`config.mk`:
```
export PLATFORM = sky130hd
export DESIGN_NAME = ether_rx_ctrl
export DESIGN_NICKNAME = d
export VERILOG_FILES = /design/src/rtl/ether_rx_ctrl.sv
export SDC_FILE = /design/constraint.sdc
export NUM_CORES = 1
export LEC_CHECK = 0
export BUFFER_PORTS_ARGS = -buffer_cell sky130_fd_sc_hd__clkbuf_2
export CAP_MARGIN = 10
export CORE_ASPECT_RATIO = 0.7
export CORE_UTILIZATION = 45
export CTS_CLUSTER_DIAMETER = 200
export DETAILED_ROUTE_END_ITERATION = 12
export PLACE_DENSITY = 0.67
export SYNTH_ARGS = -nofsm -noshare
export SYNTH_HDL_FRONTEND = slang
export SYNTH_SLANG_ARGS = --single-unit
```
`constraint.sdc`:
```
create_clock -name clk -period 1.6 [get_ports clk]
set_input_delay 0.24 -clock clk [delete_from_list [all_inputs] [get_ports clk]]
set_output_delay 0.24 -clock clk [all_outputs]
set_load 0.02 [all_outputs]
```
`src/rtl/ether_rx_ctrl.sv`:
```
// ether_rx_ctrl: packs N-bit words from the preamble stripper into bytes, frames them, checks length.
// Optional destination-MAC filter enabled by defining ETHER_RX_MAC_FILTER_EN. Rev 1.0
`default_nettype none

module ether_rx_ctrl #(
  parameter int          N         = 2,
  parameter logic [47:0] MAC       = 48'h02_12_34_56_78_9A,
  parameter int          MIN_BYTES = 60,
  parameter int          MAX_BYTES = 1518
) (
  input  logic         clk,
  input  logic         rst,
  input  logic         axiiv,
  input  logic [N-1:0] axiid,
  output logic         axiov,
  output logic [7:0]   axiod,
  output logic         done,
  output logic [1:0]   err,
  output logic [10:0]  len,
  output logic         abort
);

  localparam int          WPB       = 8 / N;
  localparam logic [2:0]  LAST_W    = 3'(WPB - 1);
  localparam logic [10:0] MAX_LEN   = 11'(MAX_BYTES);
  localparam logic [10:0] GIANT_LEN = 11'(MAX_BYTES + 1);
  localparam logic [10:0] MIN_LEN   = 11'(MIN_BYTES);

  typedef enum logic [2:0] {
    S_WAIT = 3'd0,
    S_IDLE = 3'd1,
    S_DST  = 3'd2,
    S_BODY = 3'd3,
    S_DROP = 3'd4
  } state_t;

  state_t      r_state;
  logic [2:0]  r_w;
  logic [7:0]  r_byte;
  logic [10:0] r_cnt;
  logic        r_giant;
  logic        r_aborted;
  logic [7:0]  w_byte;
  logic        w_last;
  logic        w_dst_ok;

  // Current byte with the incoming word dropped into its slot (LSB-first).
  always_comb begin
    w_byte = r_byte;
    for (int i = 0; i < WPB; i++) begin
      if (r_w == 3'(i)) w_byte[i*N +: N] = axiid;
    end
  end

  assign w_last = (r_w == LAST_W);

`ifdef ETHER_RX_MAC_FILTER_EN
  logic [39:0] r_dst;
  logic [47:0] w_dst_full;
  logic        r_abort;

  assign w_dst_full = {r_dst, w_byte};
  assign w_dst_ok   = (w_dst_full == MAC) || (w_dst_full == {48{1'b1}});
  assign abort      = r_abort;

  always_ff @(posedge clk) begin
    if (rst) begin
      r_dst   <= '0;
      r_abort <= 1'b0;
    end else begin
      r_abort <= 1'b0;
      if (r_state == S_DST && axiiv && w_last) begin
        r_dst <= {r_dst[31:0], w_byte};
        if (r_cnt == 11'd5 && !w_dst_ok) r_abort <= 1'b1;
      end
    end
  end
`else
  logic w_unused_mac;
  assign w_unused_mac = ^MAC;
  assign w_dst_ok     = 1'b1;
  assign abort        = 1'b0;
`endif

  always_ff @(posedge clk) begin
    if (rst) begin
      r_state   <= S_WAIT;
      r_w       <= '0;
      r_byte    <= '0;
      r_cnt     <= '0;
      r_giant   <= 1'b0;
      r_aborted <= 1'b0;
      axiov     <= 1'b0;
      axiod     <= '0;
      done      <= 1'b0;
      err       <= '0;
      len       <= '0;
    end else begin
      axiov <= 1'b0;
      done  <= 1'b0;
      case (r_state)
        S_WAIT: if (!axiiv) r_state <= S_IDLE;
        S_IDLE: begin
          if (axiiv) begin
            r_byte  <= w_byte;
            r_w     <= 3'd1;
            r_state <= S_DST;
          end
        end
        S_DST, S_BODY, S_DROP: begin
          if (!axiiv) begin
            // Frame end: report unless the filter already discarded it.
            r_state <= S_IDLE;
            if (!r_aborted) begin
              done <= 1'b1;
              len  <= r_cnt;
              if (r_giant)             err <= 2'b10;
              else if (r_w != 3'd0)    err <= 2'b11;
              else if (r_cnt < MIN_LEN) err <= 2'b01;
              else                     err <= 2'b00;
            end
            r_w       <= '0;
            r_cnt     <= '0;
            r_giant   <= 1'b0;
            r_aborted <= 1'b0;
          end else begin
            r_byte <= w_byte;
            r_w    <= w_last ? 3'd0 : r_w + 3'd1;
            if (w_last) begin
              if (r_state == S_DST) begin
                r_cnt <= r_cnt + 11'd1;
                if (r_cnt == 11'd5 && !w_dst_ok) begin
                  r_aborted <= 1'b1;
                  r_state   <= S_DROP;
                end else begin
                  axiov <= 1'b1;
                  axiod <= w_byte;
                  if (r_cnt == 11'd5) r_state <= S_BODY;
                end
              end else if (r_state == S_BODY) begin
                if (r_cnt == MAX_LEN) begin
                  r_cnt   <= GIANT_LEN;
                  r_giant <= 1'b1;
                  r_state <= S_DROP;
                end else begin
                  r_cnt <= r_cnt + 11'd1;
                  axiov <= 1'b1;
                  axiod <= w_byte;
                end
              end
            end
          end
        end
        default: r_state <= S_WAIT;
      endcase
    end
  end

endmodule

`default_nettype wire

```
==> results of run 1 <==
==> worst max-delay path, cell delays in order, from the launching register on <==
cell	delay (ns)
dfxtp_2	0.35
buf_4	0.17
or3b_1	0.37
a21oi_2	0.23
a211oi_4	0.08
buf_4	0.16
a311oi_2	0.23
==> power breakdown <==
part	leakage (nW)	switching, mW	internal, mW	total [mW]
logic	1.03	0.707	0.651	1.36
registers	0.386	0.0832	1.27	1.35
clock network	0.0636	0.418	0.562	0.980
==> final cells by class <==
class / instances / area [sq um] / area share
flip-flops and latches: 47 / 961 / 0.270
clock inverters: 1 / 30.0 / 0.00843
inverters: 8 / 30.0 / 0.00843
clock buffers: 7 / 97.6 / 0.0274
multi-input cells: 215 / 1620 / 0.456
repair buffers: 95 / 731 / 0.205
well taps: 72 / 90.1 / 0.0253
==> cells by family after synthesis <==
group                      count (synthesis)  share of synthesized area
muxes                                      9                     0.0367
buffers and inverters                     29                     0.0555
adders and majority gates                  7                     0.0357
AOI/OAI and AO/OA                         72                      0.194
xor gates and xnor gates                   3                     0.0107
other                                      1                    0.00153
DFF                                       47                      0.383
and+or+nand+nor                          122                      0.283
==> per-stage QoR <==
step | setup slack, ns | instance area, sq um | power (mW) | hold slack, ns
after CTS | -0.0732 | 3320 | 3.52 | 0.236
after global routing | -0.199 | 3560 | 3.88 | 0.260
final | -0.0876 | 3560 | 3.69 | 0.248
after global placement | -0.0850 | 3060 | 2.49 | 0.443
after detailed placement | -0.138 | 3060 | 2.51 | 0.446
after floorplan | 0.00185 | 2490 | 2.03 | 0.316
==> Yosys cell counts (2+ instances only) <==
master,number
a211oi_1,2
a211oi_2,7
a21o_1,2
a21oi_1,30
a311oi_1,3
a31oi_1,5
and2_1,2
and3_1,2
buf_2,7
buf_6,2
clkbuf_1,10
dfxtp_1,47
ha_1,7
inv_1,8
mux2i_1,9
nand2_1,41
nand2b_1,3
nand3_1,10
nand3b_1,3
nand4_1,3
nor2_1,22
nor2_2,4
nor2b_1,5
nor3_1,8
nor3_2,2
o21ai_0,17
or3_1,4
xor2_1,3
==> sequential cells by signal, summed over array words and instances, names as in the netlist <==
signal,cells
len,11
r_cnt,11
axiod,8
r_byte,6
r_state,3
r_w,3
err,2
axiov,1
done,1
r_giant,1
==> final timing paths <==
check | from | endpoint | slack (ns) | depth (start not counted)
worst max-delay path | r_state[2] | r_state[0] | -0.09 | 6
worst min-delay path | axiid[0] | r_byte[0] | 0.25 | 3
worst max register to register | r_state[2] | r_state[0] | -0.09 | 6
worst min register to register | len[10] | len[10] | 0.46 | 2
==> metal layers <==
metal | vias up | track usage | wire length [microns]
li1 | 1183 | - | -
met1 | 1161 | 0.307 | 3150
met2 | 66 | 0.382 | 3280
met3 | 9 | 0.0500 | 315
met4 | 0 | 0.0746 | 87
met5 | - | 0 | 0
==> placed cells by master (no fill, tap or decap), types with 3 or more instances in the layout <==
cell,n
dfxtp_4,3
a21oi_1,25
buf_6,4
a31oi_1,3
nor2_1,19
dfxtp_1,37
clkbuf_8,5
a211oi_2,6
buf_12,3
nor2_2,5
or3_1,3
dfxtp_2,7
nand4_1,3
o21ai_1,3
buf_4,58
nand3b_1,3
nor2b_1,4
nand2_1,41
nand3_1,10
ha_1,4
nand2b_4,3
nor2_4,3
nor3_1,4
xor2_1,3
nor3_2,5
clkbuf_2,27
o21ai_0,4
mux2i_1,7
o21ai_2,9
a21oi_2,5
inv_1,7
==> timing repair <==
action                                  4_1_cts  5_1_grt
endpoints found under the setup margin       30       42
gates resized for setup                      18       54
buffers inserted                              6        6
pin swaps                                    10       20
gates cloned                                  1        1
hold buffers                                  0        0
==> results by group, run 1 <==
Setup path
  – Crit Path Category: reg -> reg
  – Critical path arrival: ~1.9 ns
  – Startpoint type of the worst setup path: register
  – Crit Path Max Fanout: 10
  – Worst Setup End Kind: register
  – Critical Path RT: ~1.8 ns

Power and ir drop
  – Peak VDD IR: roughly 0.54 mV
  – Leakage power: approximately 1.5 nW
  – P per Cell Area: between 1000 and 1500 nW/um^2

Clock network
  – H-tree level count: 2
  – Max Root-Sink Buffers: 2
  – Clk_lat worst skew: 0.31 ns
  – CTS tree: yes
  – Clk sinks: 47
  – Root Driver: clkbuf_8
  – Clk slew on worst S/H paths: about 0.090 ns
  – CTS Buf Count: 5

Timing
  – Final setup margin: -0.0876 ns
  – Final period util: 1.05
  – Final setup viols: 11
  – Max Slew Vio Count: 0
  – Final hold viol count: 0
  – Clk_skew: 0.00396 ns
  – RSZ-0062 raised after global routing: yes
  – Tmin final: about 1.7 ns
  – F_max: about 600 MHz
  – Setup TNS: -0.371 ns

Final layout
  – # diodes: 0
  – Share of cells above drive strength 1: 0.466
  – Fin util: 0.678
  – Final std cells w/o fill: 445
  – Total Nets Final: approximately 380
  – # fillers: 416
  – Area grow syn2layout: 45.0%

Status
  – Status: finished, violations left
  – Violated checks: negative setup slack

Yosys
  – Asr flop ratio synth: 0
  – Synthesized Nets: 302
  – Synth area leader: dfxtp_1
  – Synth warn: 0
  – Post-synthesis register bit count: 47
  – Synth cell types: 50
  – Sequential area share after synthesis: 0.383
  – Syn avg cell area: 8.47 sq um
  – Synthesized cell area: ~2500 sq um
  – Synth top area cells: dfxtp_1 (38%), nand2_1 (6.3%), a21oi_1 (6.1%)
  – Synth Flop Type: dfxtp_1
  – EDFF count, synth: 0
  – Cells after Synth: just under 300
  – Post-synth top area share: 0.383

Min path
  – Min-delay worst type: in -> reg

Placement
  – Placed wire-length estimate: about 4400 microns
  – RePlAce Congestion: between 0.8 and 0.9
  – Port bufs: 27
  – Placed cell count: 425

GRT
  – First-pass GRT wire length: 10600 microns
  – Total grt overflow: 0
  – Initial antenna violation count: 0
  – Largest net degree at the start of global routing: 19
  – Tot GR Track Use: 0.233
  – Number of global-route vias before repair: around 2.2k

Detailed routing
  – Number of vias per cell: between 5 and 6
  – Routed WL: a little under 7000 microns
  – DRT iter0 DRCs: roughly 150
  – Routed vias: 2419
  – Wire per inst: 15.4 microns
  – Post-route DRC: 0
  – Antenna Nets Post-Route: 0
  – TritonRoute pass-1 iters: 4

Job
  – Max-cap violations: 0

Die
  – I/O pins: 29
  – Chip Height: about 64 microns
  – CORE AREA: around 5300 sq um
  – Die footprint: ~5800 sq um
  – Row count: 22
  – DIE WIDTH: 90.3 microns
  – Starting Density: 0.467
(Power assumes the default switching activity.)
==> inputs of run 2 (changes only) <==
--- a/config.mk
+++ b/config.mk
@@ -8,10 +8,11 @@
 export BUFFER_PORTS_ARGS = -buffer_cell sky130_fd_sc_hd__clkbuf_2
 export CAP_MARGIN = 10
 export CORE_ASPECT_RATIO = 0.7
-export CORE_UTILIZATION = 45
+export CORE_UTILIZATION = 52
 export CTS_CLUSTER_DIAMETER = 200
+export CTS_CLUSTER_SIZE = 8
 export DETAILED_ROUTE_END_ITERATION = 12
-export PLACE_DENSITY = 0.67
+export PLACE_DENSITY = 0.75
 export SYNTH_ARGS = -nofsm -noshare
 export SYNTH_HDL_FRONTEND = slang
 export SYNTH_SLANG_ARGS = --single-unit
==> run 2 against run 1 <==
  * The flow finishes with violations (design-rule violations, negative setup slack)
  * Register-to-register slack gained 0.04 ns
  * Final cell count shrank 6.1%
  * Sequential power is essentially flat
  * Die area shrank 13%
  * First-iteration DRC count shrank 3.4%
  * Count of clock-buffer cells in the layout is the same
  * Global-route usage grew 5.8 points
  * Clock skew grew 0.0013 ns
  * Critical path depth grew 1
  * Largest cell class unchanged
==> results by group, run 2 (same netlist as run 1, synthesis figures left out) <==
Status
  – Status: finished, violations left
  – Violated checks: design-rule violations, negative setup slack

Die
  – Die footprint: roughly 5000 sq um
  – DIE WIDTH: around 84 microns
  – Chip Height: 59.5 microns
  – Starting Density: 0.555
  – I/O pins: 29
  – CORE AREA: 4430 sq um
  – Row count: 20

Final layout
  – Finished Cell Area: ~3400 sq um
  – Share of cells above drive strength 1: 0.444
  – Multi-input gate area: 1610 sq um
  – Commonest non-fill, non-tap cell in the layout: buf_4
  – # fillers: 285
  – # diodes: 0
  – Total Nets Final: roughly 370
  – Most frequent cells in the layout: buf_4 (50), dfxtp_1 (37), nand2_1 (35)
  – Largest regs: len (11), r_cnt (11), axiod (8)
  – Area grow syn2layout: 39.4%
  – Sequential cell area: roughly 970 sq um

Clock network
  – Hold_buf cts: 0
  – Max Root-Sink Buffers: 2
  – CTS tree: yes
  – Clk_lat worst skew: 0.31 ns
  – Root Driver: clkbuf_8
  – Clk slew on worst S/H paths: 0.09 ns
  – Clk sinks: 47
  – CTS Buf Count: 5
  – H-tree level count: 2

Timing
  – RSZ-0062 raised after global routing: yes
  – F_max: roughly 600 MHz
  – Tmin final: ~1.6 ns
  – Clk_skew: ~0.0052 ns
  – Max Slew Vio Count: 0
  – Final hold viol count: 0
  – Worst slew margin: 0.627
  – Final setup viols: 7
  – Worst slew pin tran: 0.559 ns
  – Final setup margin: -0.0477 ns
  – Setup TNS: -0.151 ns
  – Final period util: 1.03

Detailed routing
  – Antenna Nets Post-Route: 0
  – TritonRoute pass-1 iters: 9
  – Routed WL: ~6900 microns
  – Routed vias: around 2.4k
  – Number of vias per cell: 5.78
  – DRT iter0 DRCs: approximately 140
  – Wire per inst: approximately 17 microns
  – Post-route DRC: 2

Setup path
  – Startpoint type of the worst setup path: register
  – Crit Path Max Fanout: 6
  – Worst R2R Setup Slack: -0.05 ns
  – Worst reg2reg path depth: 7
  – Worst Setup End Kind: register
  – Crit Path Category: reg -> reg
  – Reg-to-reg critical path endpoint: len[3]
  – Crit Reg-Reg Startpoint: r_state[2]
  – Critical path arrival: 1.88 ns
  – Critical Path RT: roughly 1.8 ns

Power and ir drop
  – Final Total Pwr: approximately 3.7 mW
  – Peak VDD IR: roughly 0.67 mV
  – P per Cell Area: roughly 1100 nW/um^2
  – Leakage power: 1.50 nW

Min path
  – Hold Crit Start: axiid[0]
  – Min-delay worst type: in -> reg
  – Hold EP: r_byte[2]
  – Worst hold path depth: 3

Placement
  – RePlAce Congestion: slightly below 0.9
  – Dpl ws: -0.127 ns
  – Port bufs: 27
  – Post-DP Area: a little under 3000 sq um
  – Placed wire-length estimate: ~4600 microns

GRT
  – Tot GR Track Use: 0.291
  – First-pass GRT wire length: 11100 microns
  – Largest net degree at the start of global routing: 23
  – Initial antenna violation count: 0
  – Number of global-route vias before repair: roughly 2.3k
  – Total grt overflow: 0

Job
  – Max-cap violations: 0
## run 2: cell count changes in the layout (fill, tap and decap cells not counted), moves of 4 or more
| cell | change |
|---|---|
| a21oi_1 | -4 |
| buf_4 | -8 |
| nand2_1 | -6 |
| nand2_4 | +5 |
| o21ai_0 | +11 |
| o21ai_2 | -9 |
## run 2: layer usage
metal	share of wire	wire length [microns]	global-route usage	vias up
li1	-	-	-	1157
met1	0.45	3150	0.377	1175
met2	0.48	3330	0.495	72
met3	0.050	347	0.0585	11
met4	0.015	104	0.0936	0
met5	0	0	0	-
## run 2: worst max-delay path, stage by stage (launching register included)
cell,delay (ns)
dfxtp_4,0.37
buf_4,0.13
nand2b_1,0.22
buf_4,0.19
a21oi_4,0.25
buf_6,0.19
nand2_1,0.07
a21oi_1,0.14
## run 2: how the worst max path moves through the flow
stage	from	to	slack [ns]	depth (start not counted)
global route	r_state[2]	len[3]	-0.12	6
detailed placement	r_state[1]	r_cnt[9]	-0.13	4
floorplan	r_cnt[0]	r_giant	0.002	7
finish	r_state[2]	len[3]	-0.05	7
CTS	r_cnt[1]	r_state[2]	-0.04	7
global placement	r_cnt[0]	r_giant	-0.08	7
## run 2: power by group
group | switching (mW) | total, mW | internal [mW]
combinational | 0.727 | 1.33 | 0.601
sequential | 0.0800 | 1.35 | 1.27
clock | 0.415 | 0.976 | 0.562
## run 2: repair_timing
item	in CTS	in global routing
setup endpoints to repair	37	37
resized for setup	28	39
setup buffers	7	3
pin swaps	15	23
gates cloned	1	0
## run 2: through the flow
step / hold WS (ns) / util / instances
after global routing: 0.275 / 0.773 / 418
after detailed placement: 0.449 / 0.668 / 399
after floorplan: 0.316 / - / 290
after CTS: 0.258 / 0.734 / 415
final: 0.260 / 0.773 / 418
after global placement: 0.445 / 0.668 / 399
## run 2: layout make-up
class,instances,share of cell area
multi-input cells,214,0.469
well taps,55,0.0201
clock inverters,1,0.00877
repair buffers,86,0.182
flip-flops and latches,47,0.282
inverters,8,0.00950
clock buffers,7,0.0285
==> inputs of run 3 (changes only) <==
--- a/config.mk
+++ b/config.mk
@@ -12,7 +12,7 @@
 export CTS_CLUSTER_DIAMETER = 200
 export CTS_CLUSTER_SIZE = 8
 export DETAILED_ROUTE_END_ITERATION = 12
-export PLACE_DENSITY = 0.75
+export PLACE_DENSITY = 0.8
 export SYNTH_ARGS = -nofsm -noshare
 export SYNTH_HDL_FRONTEND = slang
 export SYNTH_SLANG_ARGS = --single-unit
==> run 3 against run 2 <==
  * The run still ends with design-rule violations, negative setup slack left
  * Sequential share of layout area grew 1.0 points
  * Register-to-register slack gained 0.02 ns
  * Design area shrank 3.3%
  * Global-route usage shrank 1.8 points
  * Largest cell class unchanged
  * Routed wire length shrank 3.2%
  * Core utilization shrank 2.5 points
  * Critical path type unchanged
==> results by group, run 3 (same netlist as run 1, synthesis figures left out) <==
Status
  – Status: finished, violations left
  – Violated checks: design-rule violations, negative setup slack

Timing
  – Max Slew Vio Count: 0
  – F_max: between 600 and 700 MHz
  – RSZ-0062 raised after global routing: yes
  – Tmin final: about 1.6 ns
  – Final setup viols: 10
  – WHS: between 0.2 and 0.25 ns
  – Final hold viol count: 0
  – Clk_skew: a little over 0.007 ns
  – Final setup margin: -0.0247 ns
  – Final period util: 1.02

Die
  – CORE AREA: 4430 sq um
  – DIE WIDTH: roughly 84 microns
  – Starting Density: 0.555
  – Die footprint: around 5000 sq um
  – Chip Height: 59.5 microns
  – I/O pins: 29
  – Row count: 20

Clock network
  – Max Root-Sink Buffers: 2
  – H-tree level count: 2
  – Clk slew on worst S/H paths: about 0.090 ns
  – Root Driver: clkbuf_8
  – CTS tree: yes
  – Clk_lat worst skew: 0.31 ns
  – Clk sinks: 47
  – Hold_buf cts: 0
  – CTS Buf Count: 5

Detailed routing
  – Number of vias per cell: 5.67
  – Routed vias: between 2k and 2.5k
  – DRT iter0 DRCs: roughly 170
  – Routed WL: approximately 6700 microns
  – TritonRoute pass-1 iters: 9
  – Antenna Nets Post-Route: 0
  – Post-route DRC: 2
  – Wire per inst: between 15 and 20 microns

Setup path
  – Reg-to-reg critical path endpoint: len[3]
  – Crit Reg-Reg Startpoint: r_state[2]
  – Critical Path RT: between 1.5 and 2 ns
  – Startpoint type of the worst setup path: register
  – Worst reg2reg path depth: 6
  – Slowest cell delay on critical path: approximately 0.42 ns
  – Worst R2R Setup Slack: -0.02 ns
  – Bufs and invs on worst path: 2
  – CP top delay family: simple AND/OR/NAND/NOR gates
  – Worst Setup End Kind: register
  – Critical path arrival: around 1.9 ns
  – Crit Path Max Fanout: 11
  – Crit Path Category: reg -> reg
  – Worst-path cell chain: or3b_4 > buf_6 > a21oi_4 > buf_12 > nand2_1 > a21oi_1
  – Slowest cell on the critical path: or3b_4

GRT
  – Tot GR Track Use: 0.273
  – Total grt overflow: 0
  – Initial antenna violation count: 0
  – First-pass GRT wire length: 10500 microns
  – Largest net degree at the start of global routing: 19
  – Number of global-route vias before repair: 2250

Final layout
  – # diodes: 0
  – Fin util: 0.748
  – Most frequent cells in the layout: buf_4 (55), nand2_1 (40), dfxtp_1 (36)
  – Total Nets Final: roughly 370
  – Commonest non-fill, non-tap cell in the layout: buf_4
  – # fillers: 323
  – Largest regs: len (11), r_cnt (11), axiod (8)
  – Area grow syn2layout: 34.8%
  – Share of cells above drive strength 1: 0.419

Placement
  – Placed wire-length estimate: 4330 microns
  – RePlAce Congestion: ~0.84
  – Port bufs: 27

Power and ir drop
  – Leakage power: around 1.4 nW
  – Switching pwr: around 1.2 mW
  – P per Cell Area: approximately 1100 nW/um^2
  – Internal power: 2.39 mW
  – Net Sw Frac: 0.331
  – Peak VDD IR: about 0.57 mV
  – Clock power frac: 0.278
  – Power share of the sequential group: 0.381
  – Combinational share of power: 0.341

Min path
  – Hold Crit Start: axiid[0]
  – Hold EP: r_byte[2]
  – Worst hold path depth: 3
  – Min-delay worst type: in -> reg

Job
  – Max-cap violations: 0
==> run 3: per-stage QoR <==
step           TNS [ns]  power [mW]  cells  worst slack [ns]  area [sq um]
2_1_floorplan         0        2.03    290           0.00185          2490
3_3_place_gp      -1.78        2.39    402            -0.110          2980
3_5_place_dp      -2.91        2.43    402            -0.171          2980
4_1_cts         -0.0483        3.48    416           -0.0297          3230
5_1_grt           -1.52        3.74    418           -0.0869          3310
6_report         -0.129        3.56    418           -0.0247          3310
==> run 3: worst reg2reg max path, cell delays in order (launching register included) <==
cell     delay [ns]
dfxtp_4        0.40
or3b_4         0.42
buf_6          0.14
a21oi_4        0.23
buf_12         0.18
nand2_1        0.07
a21oi_1        0.12
==> run 3: how the worst max path moves through the flow <==
| stage | depth (start not counted) | from | endpoint |
|---|---|---|---|
| after global routing | 5 | r_state[2] | r_state[1] |
| after detailed placement | 5 | r_state[2] | axiod[5] |
| after floorplan | 7 | r_cnt[0] | r_giant |
| after CTS | 7 | r_cnt[0] | r_giant |
| final | 6 | r_state[2] | len[3] |
| after global placement | 5 | r_state[2] | axiod[7] |
==> run 3: routing by layer <==
metal | routed length (microns) | track usage | vias up
li1 | - | - | 1154
met1 | 3010 | 0.339 | 1140
met2 | 3320 | 0.478 | 67
met3 | 294 | 0.0460 | 9
met4 | 81 | 0.118 | 0
met5 | 0 | 0 | -
==> run 3: power groups by stage <==
| stage | sequential [mW] | combinational, mW | clock [mW] |
|---|---|---|---|
| 5_1_grt | 1.37 | 1.32 | 1.05 |
| 2_1_floorplan | 1.38 | 0.653 | 0 |
| 6_report | 1.36 | 1.22 | 0.990 |
| 3_5_place_dp | 1.37 | 1.06 | 0 |
| 3_3_place_gp | 1.36 | 1.03 | 0 |
| 4_1_cts | 1.35 | 1.14 | 0.992 |
==> run 3: timing repair <==
action	4_1_cts	5_1_grt
buffers inserted	6	2
endpoints found under the setup margin	37	40
hold endpoints to repair	0	0
pin swaps	9	11
resized for setup	17	26
==> run 3: cell type report <==
| type | count | area, sq um | area share |
|---|---|---|---|
| inverter | 8 | 30.0 | 0.00907 |
| clock buffer | 6 | 93.8 | 0.0283 |
| tap | 55 | 68.8 | 0.0208 |
| timing repair buffer | 86 | 602 | 0.182 |
| multi-input combinational | 214 | 1510 | 0.457 |
| sequential | 47 | 967 | 0.292 |
| clock inverter | 2 | 37.5 | 0.0113 |
